<file path="src/rtl/sd_spi_responder_pkg.sv">
// SD card SPI-mode responder: shared types and constants.
// Imported by the synchronizer and the responder top.
package sd_spi_responder_pkg;

    typedef enum logic [2:0] {
        RX_IDLE,
        RX_CMD,
        NCR,
        TX_RESP,
        NAC,
        TX_TOKEN,
        TX_DATA,
        TX_CRC
    } state_t;

    localparam logic [5:0] CMD0  = 6'd0;
    localparam logic [5:0] CMD8  = 6'd8;
    localparam logic [5:0] CMD17 = 6'd17;
    localparam logic [5:0] CMD41 = 6'd41;
    localparam logic [5:0] CMD55 = 6'd55;
    localparam logic [5:0] CMD58 = 6'd58;

    localparam logic [7:0] DATA_TOKEN = 8'hFE;

    localparam int R1_IDLE_BIT    = 0;
    localparam int R1_ILLEGAL_BIT = 2;

    function automatic logic [7:0] r1_byte(
        input logic illegal,
        input logic idle
    );
        logic [7:0] r;
        r = '0;
        r[R1_IDLE_BIT]    = idle;
        r[R1_ILLEGAL_BIT] = illegal;
        return r;
    endfunction

endpackage

</file>
<file path="src/rtl/sd_spi_responder_sync.sv">
// Two-flop synchronizers for the SPI pins plus
// rising/falling edge detect on the synchronized clock.
module sd_spi_responder_sync
    import sd_spi_responder_pkg::*;
(
    input  logic clk,
    input  logic reset,
    input  logic cs_n,
    input  logic spi_clk,
    input  logic sd_data_in,
    output logic cs_n_s,
    output logic mosi_s,
    output logic sck_rise,
    output logic sck_fall
);

    logic cs_meta;
    logic sck_meta;
    logic sck_s;
    logic sck_prev;
    logic mosi_meta;

    always_ff @(posedge clk or posedge reset) begin
        if (reset) begin
            cs_meta   <= 1'b1;
            cs_n_s    <= 1'b1;
            sck_meta  <= 1'b0;
            sck_s     <= 1'b0;
            sck_prev  <= 1'b0;
            mosi_meta <= 1'b1;
            mosi_s    <= 1'b1;
        end else begin
            cs_meta   <= cs_n;
            cs_n_s    <= cs_meta;
            sck_meta  <= spi_clk;
            sck_s     <= sck_meta;
            sck_prev  <= sck_s;
            mosi_meta <= sd_data_in;
            mosi_s    <= mosi_meta;
        end
    end

    assign sck_rise = sck_s & ~sck_prev;
    assign sck_fall = ~sck_s & sck_prev;

endmodule

</file>
<file path="src/rtl/sd_spi_responder.sv">
// SD card SPI-mode responder: command framing, R1/R3/R7
// responses and CMD17 single-block reads from a byte source.
module sd_spi_responder
    import sd_spi_responder_pkg::*;
#(
    parameter int          BLOCK_BYTES = 512,
    parameter logic [31:0] OCR_VALUE   = 32'h40FF8000
) (
    input  logic        clk,
    input  logic        reset,
    input  logic        cs_n,
    input  logic        spi_clk,
    input  logic        sd_data_in,
    output logic        sd_data_out,
    output logic        mem_rd_en,
    output logic [31:0] mem_blk,
    output logic [9:0]  mem_addr,
    input  logic [7:0]  mem_rd_data,
    output logic        cmd_valid,
    output logic [5:0]  cmd_index,
    output logic [31:0] cmd_arg
);

    localparam logic [9:0] LAST_BYTE = 10'(BLOCK_BYTES - 1);

    state_t      state;
    state_t      next_state;
    logic        cs_s;
    logic        mosi;
    logic        sck_rise;
    logic        sck_fall;
    logic [45:0] rx_sr;
    logic [5:0]  rx_cnt;
    logic [2:0]  bit_cnt;
    logic [9:0]  byte_cnt;
    logic [7:0]  tx_sr;
    logic [7:0]  data_buf;
    logic [7:0]  load_byte;
    logic [39:0] resp_sr;
    logic        resp_long;
    logic        rd_go;
    logic        idle;
    logic        acmd_pend;
    logic        out_q;
    logic        rd_pend;

    logic        frame_done;
    logic        frame_ok;
    logic        tx_active;
    logic        byte_done;
    logic [9:0]  resp_last;
    logic [5:0]  d_idx;
    logic [31:0] d_arg;
    logic        d_acmd41;
    logic        d_idle;
    logic        d_illegal;
    logic [7:0]  d_r1;
    logic        d_long;
    logic [39:0] d_resp;

    sd_spi_responder_sync u_sync (
        .clk        (clk),
        .reset      (reset),
        .cs_n       (cs_n),
        .spi_clk    (spi_clk),
        .sd_data_in (sd_data_in),
        .cs_n_s     (cs_s),
        .mosi_s     (mosi),
        .sck_rise   (sck_rise),
        .sck_fall   (sck_fall)
    );

    // rx_sr holds frame bits 46..1; bit 0 is still on mosi
    assign frame_done = (state == RX_CMD) && sck_rise
                        && (rx_cnt == 6'd47);
    assign frame_ok   = rx_sr[45] & mosi;
    assign tx_active  = (state != RX_IDLE) && (state != RX_CMD);
    assign byte_done  = tx_active && sck_fall && (bit_cnt == 3'd7);
    assign resp_last  = resp_long ? 10'd4 : 10'd0;
    assign d_idx      = rx_sr[44:39];
    assign d_arg      = rx_sr[38:7];

    always_comb begin
        d_acmd41  = (d_idx == CMD41) && acmd_pend;
        d_idle    = idle;
        d_illegal = 1'b1;
        if (d_idx == CMD0) d_idle = 1'b1;
        else if (d_acmd41) d_idle = 1'b0;
        unique case (1'b1)
            (d_idx == CMD0),
            (d_idx == CMD8),
            (d_idx == CMD55),
            (d_idx == CMD58),
            d_acmd41:          d_illegal = 1'b0;
            (d_idx == CMD17):  d_illegal = d_idle;
            default:           d_illegal = 1'b1;
        endcase
        d_r1   = r1_byte(d_illegal, d_idle);
        d_long = (d_idx == CMD8) || (d_idx == CMD58);
        if (d_idx == CMD8) d_resp = {d_r1, d_arg};
        else if (d_idx == CMD58) d_resp = {d_r1, OCR_VALUE};
        else d_resp = {d_r1, 32'hFFFF_FFFF};
    end

    always_ff @(posedge clk or posedge reset) begin
        if (reset) state <= RX_IDLE;
        else state <= next_state;
    end

    always_comb begin
        next_state = state;
        if (cs_s) begin
            next_state = RX_IDLE;
        end else begin
            unique case (state)
                RX_IDLE:
                    if (sck_rise && !mosi) next_state = RX_CMD;
                RX_CMD:
                    if (frame_done)
                        next_state = frame_ok ? NCR : RX_IDLE;
                NCR:
                    if (byte_done) next_state = TX_RESP;
                TX_RESP:
                    if (byte_done && byte_cnt == resp_last)
                        next_state = rd_go ? NAC : RX_IDLE;
                NAC:
                    if (byte_done) next_state = TX_TOKEN;
                TX_TOKEN:
                    if (byte_done) next_state = TX_DATA;
                TX_DATA:
                    if (byte_done && byte_cnt == LAST_BYTE)
                        next_state = TX_CRC;
                TX_CRC:
                    if (byte_done && byte_cnt == 10'd1)
                        next_state = RX_IDLE;
            endcase
        end
    end

    always_comb begin
        sd_data_out = cs_s ? 1'b1 : out_q;
        case (next_state)
            TX_RESP:  load_byte = resp_sr[39:32];
            TX_TOKEN: load_byte = DATA_TOKEN;
            TX_DATA:  load_byte = data_buf;
            default:  load_byte = 8'hFF;
        endcase
    end

    always_ff @(posedge clk or posedge reset) begin
        if (reset) begin
            mem_rd_en <= 1'b0;
            mem_blk   <= '0;
            mem_addr  <= '0;
            cmd_valid <= 1'b0;
            cmd_index <= '0;
            cmd_arg   <= '0;
            rx_sr     <= '0;
            rx_cnt    <= '0;
            bit_cnt   <= '0;
            byte_cnt  <= '0;
            tx_sr     <= 8'hFF;
            data_buf  <= '0;
            resp_sr   <= '1;
            resp_long <= 1'b0;
            rd_go     <= 1'b0;
            idle      <= 1'b1;
            acmd_pend <= 1'b0;
            out_q     <= 1'b1;
            rd_pend   <= 1'b0;
        end else begin
            mem_rd_en <= 1'b0;
            cmd_valid <= 1'b0;
            rd_pend   <= mem_rd_en;
            if (rd_pend) data_buf <= mem_rd_data;
            if (cs_s) begin
                rx_cnt   <= '0;
                bit_cnt  <= '0;
                byte_cnt <= '0;
                tx_sr    <= 8'hFF;
                out_q    <= 1'b1;
            end else begin
                if (state == RX_IDLE && sck_rise && !mosi)
                    rx_cnt <= 6'd1;
                if (state == RX_CMD && sck_rise && !frame_done) begin
                    rx_cnt <= rx_cnt + 6'd1;
                    rx_sr  <= {rx_sr[44:0], mosi};
                end
                if (frame_done && frame_ok) begin
                    cmd_valid <= 1'b1;
                    cmd_index <= d_idx;
                    cmd_arg   <= d_arg;
                    idle      <= d_idle;
                    acmd_pend <= (d_idx == CMD55);
                    rd_go     <= (d_idx == CMD17) && !d_illegal;
                    resp_sr   <= d_resp;
                    resp_long <= d_long;
                    tx_sr     <= 8'hFF;
                    bit_cnt   <= '0;
                    byte_cnt  <= '0;
                    if (d_idx == CMD17) mem_blk <= d_arg;
                end
                if (sck_fall) begin
                    if (tx_active) begin
                        out_q   <= tx_sr[7];
                        tx_sr   <= {tx_sr[6:0], 1'b1};
                        bit_cnt <= bit_cnt + 3'd1;
                    end else begin
                        out_q <= 1'b1;
                    end
                end
                if (byte_done) begin
                    tx_sr    <= load_byte;
                    byte_cnt <= (next_state == state)
                                ? byte_cnt + 10'd1 : 10'd0;
                    if (next_state == TX_RESP)
                        resp_sr <= {resp_sr[31:0], 8'hFF};
                    if (next_state == TX_TOKEN) begin
                        mem_rd_en <= 1'b1;
                        mem_addr  <= '0;
                    end
                    // byte mem_addr is loading now; prefetch the next
                    if (next_state == TX_DATA
                        && mem_addr != LAST_BYTE) begin
                        mem_rd_en <= 1'b1;
                        mem_addr  <= mem_addr + 10'd1;
                    end
                end
            end
        end
    end

endmodule

</file>
<file path="config.mk">
export PLATFORM = sky130hd
export DESIGN_NAME = sd_spi_responder
export DESIGN_NICKNAME = d
export VERILOG_FILES = /design/src/rtl/sd_spi_responder_pkg.sv /design/src/rtl/sd_spi_responder_sync.sv /design/src/rtl/sd_spi_responder.sv
export SDC_FILE = /design/constraint.sdc
export NUM_CORES = 1
export LEC_CHECK = 0
export CORE_MARGIN = 5
export CORE_UTILIZATION = 45
export CTS_CLUSTER_DIAMETER = 150
export DETAILED_ROUTE_END_ITERATION = 10
export PLACE_DENSITY = 0.71
export SYNTH_ARGS = -nofsm -noshare
export SYNTH_HDL_FRONTEND = slang
export SYNTH_SLANG_ARGS = --single-unit
</file>
<file path="constraint.sdc">
create_clock -name clk -period 20.2 [get_ports clk]
set_clock_uncertainty 0.15 [all_clocks]
set_input_delay 2.02 -clock clk [delete_from_list [all_inputs] [get_ports clk]]
set_output_delay 2.02 -clock clk [all_outputs]
set_load 0.05 [all_outputs]
</file>
Yosys cells after proc, flatten, opt, wreduce, memory -nomap -nowiden
Cells that the tools add are included.
{"block": "classes", "add_sub_neg": 4, "reduce_logical": 32, "eq_ne": 23, "bitwise_logic": 6, "muxes": 50}
{"operator": "two-way mux 40 bit", "n": 3}
{"operator": "two-way mux 32 bit", "n": 2}
{"operator": "two-way mux 10 bit", "n": 6}
{"operator": "two-way mux 3 bit", "n": 15}
{"operator": "two-way mux 8 bit", "n": 5}
{"operator": "== test 6 bit (second input constant)", "n": 4}
{"operator": "case mux 3 bit (8 select lines)", "n": 1}
{"operator": "case mux 8 bit (3 select lines)", "n": 1}
{"operator": "== test 3 bit (second input constant)", "n": 7}
{"operator": "adder 10 x 1 -> 10 bit (second input constant)", "n": 2}
{"operator": "two-way mux 6 bit", "n": 3}
{"operator": "logical AND 1 bit", "n": 16}
{"operator": "two-way mux 1 bit", "n": 12}
{"operator": "== test 10 x 1 -> 1 bit (second input constant)", "n": 1}
{"operator": "== test 10 x 3 -> 1 bit", "n": 1}
{"operator": "== test 10 x 9 -> 1 bit (second input constant)", "n": 1}
{"operator": "inequality test 10 x 9 -> 1 bit (second input constant)", "n": 1}
{"operator": "== test 3 x 2 -> 1 bit (second input constant)", "n": 3}
{"operator": "nonzero test 3 bit", "n": 3}
{"operator": "adder 6 x 1 -> 6 bit (second input constant)", "n": 1}
{"operator": "== test 6 x 4 -> 1 bit (second input constant)", "n": 1}
{"operator": "== test 6 x 5 -> 1 bit (second input constant)", "n": 1}
{"operator": "zero test 6 bit", "n": 1}
{"operator": "AND reduction 3 bit", "n": 2}
{"operator": "14 further kinds", "n": 22}
{"block": "word_totals", "inputBits": 13, "output_inout_bits": 83, "word_cells": 142, "reg_bits": 219}

Longest topological paths before layout
{"block": "logic_depth", "word_depth": 13, "depth_mapped": 11}

Hierarchy
Synthesis repeated with hierarchy kept, for this count alone.
{"block": "unflattened", "cells_unflattened": 847, "hier_area_um2": 9532.9}
{"module": "sd_spi_responder", "seq_area_each_um2": 5367.6, "cells_each": 837, "area_each_um2": 9334.0, "instances": 1}
{"module": "sd_spi_responder_sync", "seq_area_each_um2": 180.2, "cells_each": 10, "area_each_um2": 198.9, "instances": 1}

Least setup slack after synthesis
No wires, ideal clock.
{"block": "synth_path", "path_kind": "flip-flop to output port", "start": "reg u_sync.cs_n_s", "end": "out sd_data_out", "path_stages_with_launch": 3, "setup_slack_ns": 16.927, "n_path_buf": 1, "arrival_time_ns": 1.103, "cell_sequence": "dfstp_2 > clkbuf_1 > or2_2"}
{"block": "synth_between", "elab_chain_cells": 1}
{"item": "from (decl)", "line_no": "sd_spi_responder_sync.sv:11", "rtl": "output logic cs_n_s,"}
{"item": "from (signal assigned)", "line_no": "sd_spi_responder_sync.sv:34", "rtl": "cs_n_s <= cs_meta;"}
{"item": "two-way mux 1 bit", "line_no": "sd_spi_responder.sv:141", "rtl": "sd_data_out = cs_s ? 1'b1 : out_q;"}
{"item": "to (decl)", "line_no": "sd_spi_responder.sv:14", "rtl": "output logic sd_data_out,"}
Every way passes these cells.

Worst setup path in the final report
Same ends and word-level chain as after synthesis.

==> impl_metrics.json <==
{
  "met2_length_um": 9680,
  "startpoint_type": "flop",
  "fin_tns_setup_ps": 0,
  "antenna_found_initial": 0,
  "startpoint": "u_sync.cs_n_s$_DFF_PP1_",
  "status": "finished clean",
  "ios": 96,
  "async_flop_share": 1.00,
  "nFillCells": 1807,
  "path_cells": "or2_2, clkdlybuf4s50_1",
  "grt_usage": 0.175,
  "final_cell_mix": "171 x nand2_1, 165 x dfrtp_1, 95 x clkdlybuf4s50_1",
  "cts.clk_slew.worst_paths_ps": 60,
  "final_cell_area_sq_um": 11500,
  "crit_slowest_cell": "clkdlybuf4s50_1",
  "wl_met3_um": 882,
  "synth.avg_cell_area_sq_um": 11.2,
  "ys_warn_count": 0,
  "vdd_drop_max_v": 0.0000520,
  "cts.sinks": 219,
  "critical_path_class": "flop to primary output",
  "hold_path.startpoint": "u_sync.sck_meta$_DFF_PP0_",
  "yosysSeqAreaShare": 0.584,
  "synth_area_sq_um": 9500,
  "fp.dieH_um": 155,
  "critical-path-top-delay-family": "buffers and inverters",
  "drt-total-wl_um": 20800,
  "place_ws_ps": 15470,
  "cts_resized": 0,
  "drtIter0Drc": 403,
  "vias_per_cell": 5.48,
  "initial_utilization": 0.455,
  "setup_ws_ps": 15890,
  "cts_tree": "yes",
  "wl_met1_um": 9740,
  "top_layer": "met4",
  "leakagePower_nw": 5.21,
  "die_area_sq_um": 24100,
  "worst-path-buf-inv": 1,
  "arrival_ps": 2140,
  "max-clock-path-buffers": 3,
  "total_power_mw": 0.908,
  "seqCellArea_sq_um": 5550,
  "cts_buffers": 24,
  "port_buffers": 95,
  "cap_violations": 0,
  "place.gp.congestion": 0.844,
  "clockRootBuffer": "clkbuf_16",
  "cts_hold_buf": 0,
  "rsz0062_at_grt": "false",
  "synth.area.top_cells": "dfrtp_1 43%, dfstp_2 15%, mux2_2 10%, nand2_1 6.8%, nor2_1 1.7%",
  "syn_nets": 865,
  "grt_pass1_wl_um": 35500,
  "cp_slowest_stage_delay_ps": 790,
  "synth_edf_count": 0,
  "min_period_over_period": 0.213,
  "reg2reg_depth": 10,
  "wire_per_inst_um": 17.0,
  "grt_pass1_vias": 6875,
  "place_inst": 1177,
  "placed_area_sq_um": 10700,
  "grt_max_degree": 116,
  "hold_viol": 0,
  "multi_input_area_sq_um": 3700,
  "fin_crit_ps": 4310,
  "whs_ps": 197,
  "place_hpwl_um": 13200,
  "die_w_um": 155,
  "fmax_mhz": 232,
  "utilization": 0.551,
  "yosys.area.top_type": "dfrtp_1",
  "antenna_cells": 0,
  "postCtsSetupBuffers": 0,
  "synth_ff_type": "dfrtp_1",
  "powerDensity_nw_per_um2": 78.9,
  "drive_gt1_frac": 0.227,
  "clkLatencyLatePin_ps": 520,
  "worstHoldEndpoint": "u_sync.sck_s$_DFF_PP0_",
  "reg2reg_from": "state[2]$_DFF_PP0_",
  "gr-total-overflow": 0,
  "whs_path_depth": 0,
  "vias": 6691,
  "end_kind": "primary output",
  "hp-class": "flop to flop",
  "ant_nets": 0,
  "synth-seq-cells": 219,
  "reg2reg_slack_ps": 16450,
  "num_rows": 53,
  "yosysTopAreaCellShare": 0.435,
  "required_ps": 18030,
  "setup_viol": 0,
  "worstMarginPinSlew_ps": 1270,
  "post-route-drc-count": 0,
  "syn-instance-count": 845,
  "core_region_area_sq_um": 20900,
  "drv_slew": 0,
  "nets": 948,
  "drt-pass1-iter-count": 4,
  "slew_headroom": 0.144,
  "rr_endpoint": "resp_sr[18]$_DFFE_PP1N_",
  "yosysUniqueCellTypes": 71,
  "instances_no_fill": 1221,
  "cts_max_level": 1,
  "critPathMaxFanout": 12,
  "final_common_cell": "nand2_1",
  "area.growth.synth_to_final_pct": 21.1
}
logic make-up after synthesis:
| logic type | share of synthesized area |
|---|---|
| simple gates | 0.160 |
| flops | 0.584 |
| compound gates | 0.107 |
| mux | 0.105 |
| buf+inv | 0.0286 |
| xor+xnor | 0.00646 |
| fa+ha+maj | 0.00922 |
report_power, final:
part / internal, mW / switching (mW)
clock: 0.275 / 0.177
sequential: 0.440 / 0.00106
combinational: 0.00322 / 0.0105
final cells by class:
type | instances | share of cell area
Sequential cell | 219 | 0.482
Timing Repair Buffer | 102 | 0.0872
Multi-Input combinational cell | 560 | 0.321
Clock buffer | 30 | 0.0550
Tap cell | 275 | 0.0299
Clock inverter | 14 | 0.0168
Inverter | 21 | 0.00750
cell usage after synthesis, drive strengths merged (3+ instances only):
master   count
a22o         5
a2bb2oi      8
inv         20
a31oi        5
a211oi       5
a221oi      15
mux2i        3
and3         4
or4          6
or2          5
a21o         3
nor3        13
xnor2        5
a21oi       17
o21a        11
or3          8
nor4         6
buf         17
nand4        6
nand3       24
nand2      175
nand2b       5
clkbuf      28
nor2        43
a22oi       14
o31ai        7
o21ai       17
dfrtp      165
o22a         9
ha           7
o22ai       10
mux2        86
dfstp       54
and2         7
nand3b       3
how the worst max path moves through the flow:
stage / to / cells after the start
2_1_floorplan: acmd_pend$_DFFE_PP0P_ / 1
3_3_place_gp: data_buf[3]$_DFFE_PP0P_ / 4
3_5_place_dp: data_buf[4]$_DFFE_PP0P_ / 4
4_1_cts: sd_data_out / 2
5_1_grt: data_buf[4]$_DFFE_PP0P_ / 4
6_report: sd_data_out / 2
per-layer routing:
layer  GRT usage  vias to the layer above
li1            -                     3158
met1       0.248                     3338
met2       0.282                      152
met3      0.0289                       43
met4      0.0425                        0
met5           0                        -
flip-flops by register name (all words and copies together) (netlist names), 8 cells and up:
register  cells
tx_sr         8
resp_sr      40
cmd_arg      32
byte_cnt     10
rx_sr        46
data_buf      8
mem_addr     10
mem_blk      32
worst register-to-register path, cell delays in order, from the launching register on:
cell	delay [ps]
dfrtp_1	520
or3b_1	480
nor4bb_1	320
buf_4	210
nand2_2	50
buf_4	340
inv_2	510
buf_4	430
nand2_1	310
o22a_1	270
o21a_1	110
Power figures use the tool's default switching activity.
